$ cat src/rtl/hit_arbiter.sv
// Per-frame collision arbiter: gathers pixel-overlap events during a frame and
// resolves them into updated ball velocities once the frame closes.
module hit_arbiter #(
    parameter int NUM_BALLS = 2,
    parameter int VEL_W     = 11,
    parameter int COOLDOWN  = 8
) (
    input  logic                       clk,
    input  logic                       reset,
    input  logic                       startOfFrame,
    input  logic [NUM_BALLS-1:0]       ballDR,
    input  logic                       bordersDR,
    input  logic                       borderIsVertical,
    input  logic                       holesDR,
    input  logic [2:0]                 holeNumber,
    input  logic [NUM_BALLS*VEL_W-1:0] ballVelX,
    input  logic [NUM_BALLS*VEL_W-1:0] ballVelY,
    output logic [NUM_BALLS*VEL_W-1:0] ballVelXOut,
    output logic [NUM_BALLS*VEL_W-1:0] ballVelYOut,
    output logic [NUM_BALLS-1:0]       collisionOccurred,
    output logic [NUM_BALLS-1:0]       holeHit,
    output logic [3*NUM_BALLS-1:0]     holeNum,
    output logic                       busy
);

    localparam int NUM_PAIRS = NUM_BALLS * (NUM_BALLS - 1) / 2;
    localparam logic signed [VEL_W-1:0] VMIN = {1'b1, {(VEL_W-1){1'b0}}};
    localparam logic signed [VEL_W-1:0] VMAX = {1'b0, {(VEL_W-1){1'b1}}};

    typedef enum logic [1:0] {COLLECT, EVAL, PUBLISH} state_t;

    state_t                  state;
    logic [NUM_BALLS-1:0]    vFlag, hFlag, holeFlag;
    logic [NUM_PAIRS-1:0]    pairFlag, pairNow;
    logic [2:0]              holeLatch [NUM_BALLS];
    logic [7:0]              cooldown  [NUM_BALLS];

    logic signed [VEL_W-1:0] inX   [NUM_BALLS];
    logic signed [VEL_W-1:0] inY   [NUM_BALLS];
    logic signed [VEL_W-1:0] nextX [NUM_BALLS];
    logic signed [VEL_W-1:0] nextY [NUM_BALLS];
    logic [NUM_BALLS-1:0]    pairHit, commit;
    logic                    pairFound;

    // Pairs (i<j) are packed row by row into a flat vector.
    function automatic int pairIdx(input int i, input int j);
        return i * NUM_BALLS - (i * (i + 1)) / 2 + (j - i - 1);
    endfunction

    // Negating the most negative value would wrap, so clamp it to the max.
    function automatic logic signed [VEL_W-1:0] satNeg(input logic signed [VEL_W-1:0] v);
        if (v == VMIN)
            return VMAX;
        return -v;
    endfunction

    always_comb begin
        pairNow = '0;
        for (int i = 0; i < NUM_BALLS; i++) begin
            inX[i] = ballVelX[i*VEL_W +: VEL_W];
            inY[i] = ballVelY[i*VEL_W +: VEL_W];
            for (int j = i + 1; j < NUM_BALLS; j++)
                pairNow[pairIdx(i, j)] = ballDR[i] & ballDR[j];
        end
    end

    // Only the first eligible pair (lowest i, then lowest j) wins the frame.
    always_comb begin
        pairFound = 1'b0;
        pairHit   = '0;
        commit    = '0;
        for (int i = 0; i < NUM_BALLS; i++) begin
            nextX[i] = inX[i];
            nextY[i] = inY[i];
        end
        for (int i = 0; i < NUM_BALLS; i++) begin
            for (int j = i + 1; j < NUM_BALLS; j++) begin
                if (!pairFound && pairFlag[pairIdx(i, j)] && !holeFlag[i] && !holeFlag[j] &&
                    cooldown[i] == 8'd0 && cooldown[j] == 8'd0) begin
                    pairFound  = 1'b1;
                    pairHit[i] = 1'b1;
                    pairHit[j] = 1'b1;
                    nextX[i]   = inX[j];
                    nextY[i]   = inY[j];
                    nextX[j]   = inX[i];
                    nextY[j]   = inY[i];
                end
            end
        end
        for (int i = 0; i < NUM_BALLS; i++) begin
            if (holeFlag[i]) begin
                nextX[i] = '0;
                nextY[i] = '0;
            end else if (pairHit[i]) begin
                commit[i] = 1'b1;
            end else if ((vFlag[i] || hFlag[i]) && cooldown[i] == 8'd0) begin
                commit[i] = 1'b1;
                if (vFlag[i])
                    nextX[i] = satNeg(inX[i]);
                if (hFlag[i])
                    nextY[i] = satNeg(inY[i]);
            end
        end
    end

    always_ff @(posedge clk or posedge reset) begin
        if (reset) begin
            state             <= COLLECT;
            vFlag             <= '0;
            hFlag             <= '0;
            holeFlag          <= '0;
            pairFlag          <= '0;
            ballVelXOut       <= '0;
            ballVelYOut       <= '0;
            collisionOccurred <= '0;
            holeHit           <= '0;
            holeNum           <= '0;
            busy              <= 1'b0;
            for (int i = 0; i < NUM_BALLS; i++) begin
                holeLatch[i] <= '0;
                cooldown[i]  <= '0;
            end
        end else begin
            case (state)
                COLLECT: begin
                    for (int i = 0; i < NUM_BALLS; i++) begin
                        if (ballDR[i] && bordersDR && borderIsVertical)
                            vFlag[i] <= 1'b1;
                        if (ballDR[i] && bordersDR && !borderIsVertical)
                            hFlag[i] <= 1'b1;
                        if (ballDR[i] && holesDR) begin
                            holeFlag[i] <= 1'b1;
                            if (!holeFlag[i])
                                holeLatch[i] <= holeNumber;
                        end
                    end
                    pairFlag <= pairFlag | pairNow;
                    if (startOfFrame) begin
                        state <= EVAL;
                        busy  <= 1'b1;
                    end
                end
                EVAL: begin
                    for (int i = 0; i < NUM_BALLS; i++) begin
                        ballVelXOut[i*VEL_W +: VEL_W] <= nextX[i];
                        ballVelYOut[i*VEL_W +: VEL_W] <= nextY[i];
                        if (holeFlag[i])
                            holeNum[i*3 +: 3] <= holeLatch[i];
                        if (commit[i])
                            cooldown[i] <= 8'(COOLDOWN);
                        else if (cooldown[i] != 8'd0)
                            cooldown[i] <= cooldown[i] - 8'd1;
                    end
                    collisionOccurred <= commit;
                    holeHit           <= holeFlag;
                    state             <= PUBLISH;
                end
                PUBLISH: begin
                    collisionOccurred <= '0;
                    holeHit           <= '0;
                    vFlag             <= '0;
                    hFlag             <= '0;
                    holeFlag          <= '0;
                    pairFlag          <= '0;
                    for (int i = 0; i < NUM_BALLS; i++)
                        holeLatch[i] <= '0;
                    busy              <= 1'b0;
                    state             <= COLLECT;
                end
                default: state <= COLLECT;
            endcase
        end
    end

endmodule

$ cat config.mk
export PLATFORM = sky130hd
export DESIGN_NAME = hit_arbiter
export DESIGN_NICKNAME = d
export VERILOG_FILES = /design/src/rtl/hit_arbiter.sv
export SDC_FILE = /design/constraint.sdc
export NUM_CORES = 1
export LEC_CHECK = 0
export CORE_AREA = 2 2 107 109
export CTS_BUF_LIST = sky130_fd_sc_hd__clkbuf_16
export DETAILED_ROUTE_END_ITERATION = 16
export DIE_AREA = 0 0 109 111
export GPL_TIMING_DRIVEN = 0
export PLACE_DENSITY = 0.86
export SLEW_MARGIN = 20
export SYNTH_ARGS = -nofsm -noshare
export SYNTH_HDL_FRONTEND = slang
export SYNTH_SLANG_ARGS = --single-unit
export TNS_END_PERCENT = 50
$ cat constraint.sdc
create_clock -name clk -period 3 [get_ports clk]
set_input_delay 0.75 -clock clk [delete_from_list [all_inputs] [get_ports clk]]
set_output_delay 0.75 -clock clk [all_outputs]
set_load 0.02 [all_outputs]
==> results.txt <==
run status -> completed
number of diodes -> 0
vias in the first global route -> 4816
maximum achievable frequency -> 0.343 GHz
detailed-routing iteration count for the pre-antenna-repair pass -> 5
Die Span Y -> 111 um
CP Data Arrival Time -> 3.17 ns
share of synthesized registers carrying an async set or reset -> 100%
predominant post-synthesis flop cell -> dfrtp_1
routed len/inst -> 17.9 um
I/O pin count -> 110
Final Hold Viols -> 0
Area growth, synth to finish -> 33.5%
slew at the pin closest to its max-slew limit -> 0.786 ns
post-detailed-route via-to-cell ratio -> 6.01
Setup Viol. Count Final -> 0
final count of pins violating max slew -> 0
Yosys cell types -> 55
Rows -> 39
Detailed Route WL -> 14400 um
worst hold path depth -> 1
clock tree skew after final layout -> 0.00912 ns
class of the tightest hold or removal check -> reg -> reg
clock slew seen by the registers of the worst setup and hold paths -> 0.06 ns
initial antenna violation count -> 0
category of the most critical setup path -> in -> reg
crit-path max FO -> 10
starting utilization of the core area -> 45.8%
total gr overflow -> 0
worst reg2reg path depth -> 10
# hold bufs at CTS -> 0
number of buffers inserted by port buffering -> 109
minimum period implied by the final worst setup slack -> 2.92 ns
DP Cell Count -> 789
ratio of total power to cell area -> 879 nW/um^2
number of nets at the end of the flow -> 724
leading cell types by total area after synthesis -> dfrtp_1, mux2_2, o2bb2ai_1, nor3_1, o221ai_1
number of vias in the routed layout -> 4847
area of the core -> 11100 um^2
RePlAce Congestion -> 0.941
clock buffer depth -> 2
largest net degree at the start of global routing -> 49
HPWL after DPL -> 10700 um
cell area after synthesis -> 5070 um^2
leading cell type in the layout, fill and taps excluded -> clkdlybuf4s50_1
TritonCTS clock tree -> done
static leakage -> 2.61 nW
share of Yosys cell area claimed by the top area cell type -> 42.4%
portion of the clock cycle consumed by the worst path in the final layout -> 97.3%
capturing element type of the critical path -> flip-flop
total design power -> 0.00595 W
Starting DRT DRC Count -> 290
Max H-tree Level -> 3
root buf cell -> clkbuf_16
number of remaining DRC errors -> 0
post-synth net total -> 602
max-cap check violation count -> 0
global-route usage over all layers -> 24.6%
portion of the post-synthesis area used by sequential elements -> 42.4%
final antenna-violating net count -> 0
cell count after synthesis -> 536
Synth Register Bits -> 86
clock latency of the later-clocked register in the worst-skew pair -> 0.34 ns
Num CTS Buffers -> 9
mean instance size in the synthesized netlist -> 9.46 um^2
die area -> 12100 um^2
relative slew slack -> 46.9%
total number of yosys warnings -> 0
fraction of final layout cells with drive strength greater than 1 -> 8.90%
commonest cells after routing, fill and taps aside -> clkdlybuf4s50_1, dfrtp_1, inv_1
Horiz. Die Dim -> 109 um
wire length of the first global-routing pass -> 23800 um
maximum ir drop on the vdd rail -> 588 uV
TritonCTS sink count -> 86
top cell type by total area after synthesis -> dfrtp_1
number of standard cells in the final layout excluding fillers -> 806
number of enable flip-flop cells after synthesis -> 0
critical path required time -> 3.26 ns
launching element type of the critical path -> primary input
-- power by group --
group / switching (W) / internal (W) / total, W
clock network: 0.000498 / 0.000742 / 0.00124
logic: 0.00148 / 0.00120 / 0.00267
registers: 0.000389 / 0.00165 / 0.00204
total: 0.00236 / 0.00359 / 0.00595
-- layout make-up --
cell class / instances / area [um^2]
Multi-Input combinational cell: 380 / 2670
Fill cell: 880 / 4300
Clock buffer: 9 / 225
Timing Repair Buffer: 111 / 1140
Buffer: 25 / 135
Clock inverter: 7 / 101
Sequential cell: 86 / 2150
Tap cell: 143 / 179
Inverter: 45 / 171
-- layer usage --
metal,GRT usage [%],up-vias,wire [um]
met4,9.32,0,431
met5,0,-,0
met3,4.06,38,987
met2,39.6,230,6980
met1,33.0,2338,5990
li1,-,2241,-
-- kinds of logic (layout without fill, tap and decap cells) --
logic type | after synthesis | in the layout | share of synthesized area, %
simple gates | 167 | 167 | 18.2
compound gates | 154 | 154 | 21.5
flops | 86 | 86 | 42.4
buf+inv | 70 | 197 | 5.99
xor+xnor | 29 | 29 | 5.01
mux | 19 | 19 | 4.17
fa+ha+maj | 11 | 11 | 2.71
-- sequential cells by signal, indices dropped and copies added, names as in the netlist --
signal             cells
ballVelXOut           22
cooldown              16
collisionOccurred      2
holeLatch              6
holeNum                6
state                  2
hFlag                  2
busy                   1
holeFlag               2
holeHit                2
vFlag                  2
ballVelYOut           22
pairFlag               1
-- worst max-delay path: stages --
cell,delay (ns)
clkdlybuf4s50_1,0.48
inv_1,0.11
ha_1,0.16
or4b_4,0.48
or3_4,0.40
o32ai_4,0.32
buf_12,0.17
o221ai_1,0.13
o21ai_1,0.16
-- Yosys cell counts (all sizes together), types with 2 or more instances --
cell,n
a21oi,3
nand4,2
nor3b,5
nor4bb,4
o311ai,5
o32ai,2
ha,11
or3b,3
or2,3
nand2b,9
buf,8
o21ai,60
nor2,20
nor2b,3
a21boi,2
o221ai,20
o31ai,3
or3,10
o21a,10
nand2,31
nand3b,3
inv,44
nor4,9
xor2,9
or4,11
mux2i,2
clkbuf,17
o211ai,8
o22ai,5
dfrtp,86
nand3,14
a31oi,2
a211oi,4
o2bb2ai,21
o31a,2
nor4b,2
nor3,35
xnor2,20
mux2,17
-- path summary, 6_finish.rpt --
| kind | slack (ns) | start | to |
|---|---|---|---|
| min in group asynchronous | 0.80 | reset | ballVelYOut[4]$_DFFE_PP0P_ |
| hold / removal | 0.49 | ballVelYOut[20]$_DFFE_PP0P_ | ballVelYOut[20]$_DFFE_PP0P_ |
| hold reg to reg | 0.49 | ballVelYOut[20]$_DFFE_PP0P_ | ballVelYOut[20]$_DFFE_PP0P_ |
| setup / recovery | 0.08 | ballVelY[0] | ballVelYOut[3]$_DFFE_PP0P_ |
| setup reg to reg | 0.20 | cooldown[8]$_DFFE_PP0P_ | ballVelYOut[6]$_DFFE_PP0P_ |
| max in group asynchronous | 1.60 | reset | ballVelXOut[17]$_DFFE_PP0P_ |
-- what timing repair did --
action	CTS	global route
buffers inserted	1	0
resized for setup	1	8
endpoints found under the setup margin	10	18
pin swaps	1	0
cloned	0	0
-- stage by stage --
step / TNS [ns] / cell area (um^2) / util (%) / hold WS, ns / setup slack (ns)
finish: 0 / 6770 / 61.2 / 0.485 / 0.0805
global route: -0.0172 / 6770 / 61.2 / 0.517 / -0.0162
CTS: 0 / 6730 / 60.8 / 0.492 / 0.0767
detailed placement: -6.83 / 6370 / 57.5 / 0.476 / -0.559
global placement: -107.52 / 6340 / 57.3 / 0.475 / -1.19
floorplan: 0 / 5070 / - / 0.456 / 0.0282
Note: power is estimated with default switching activity, not from simulation.
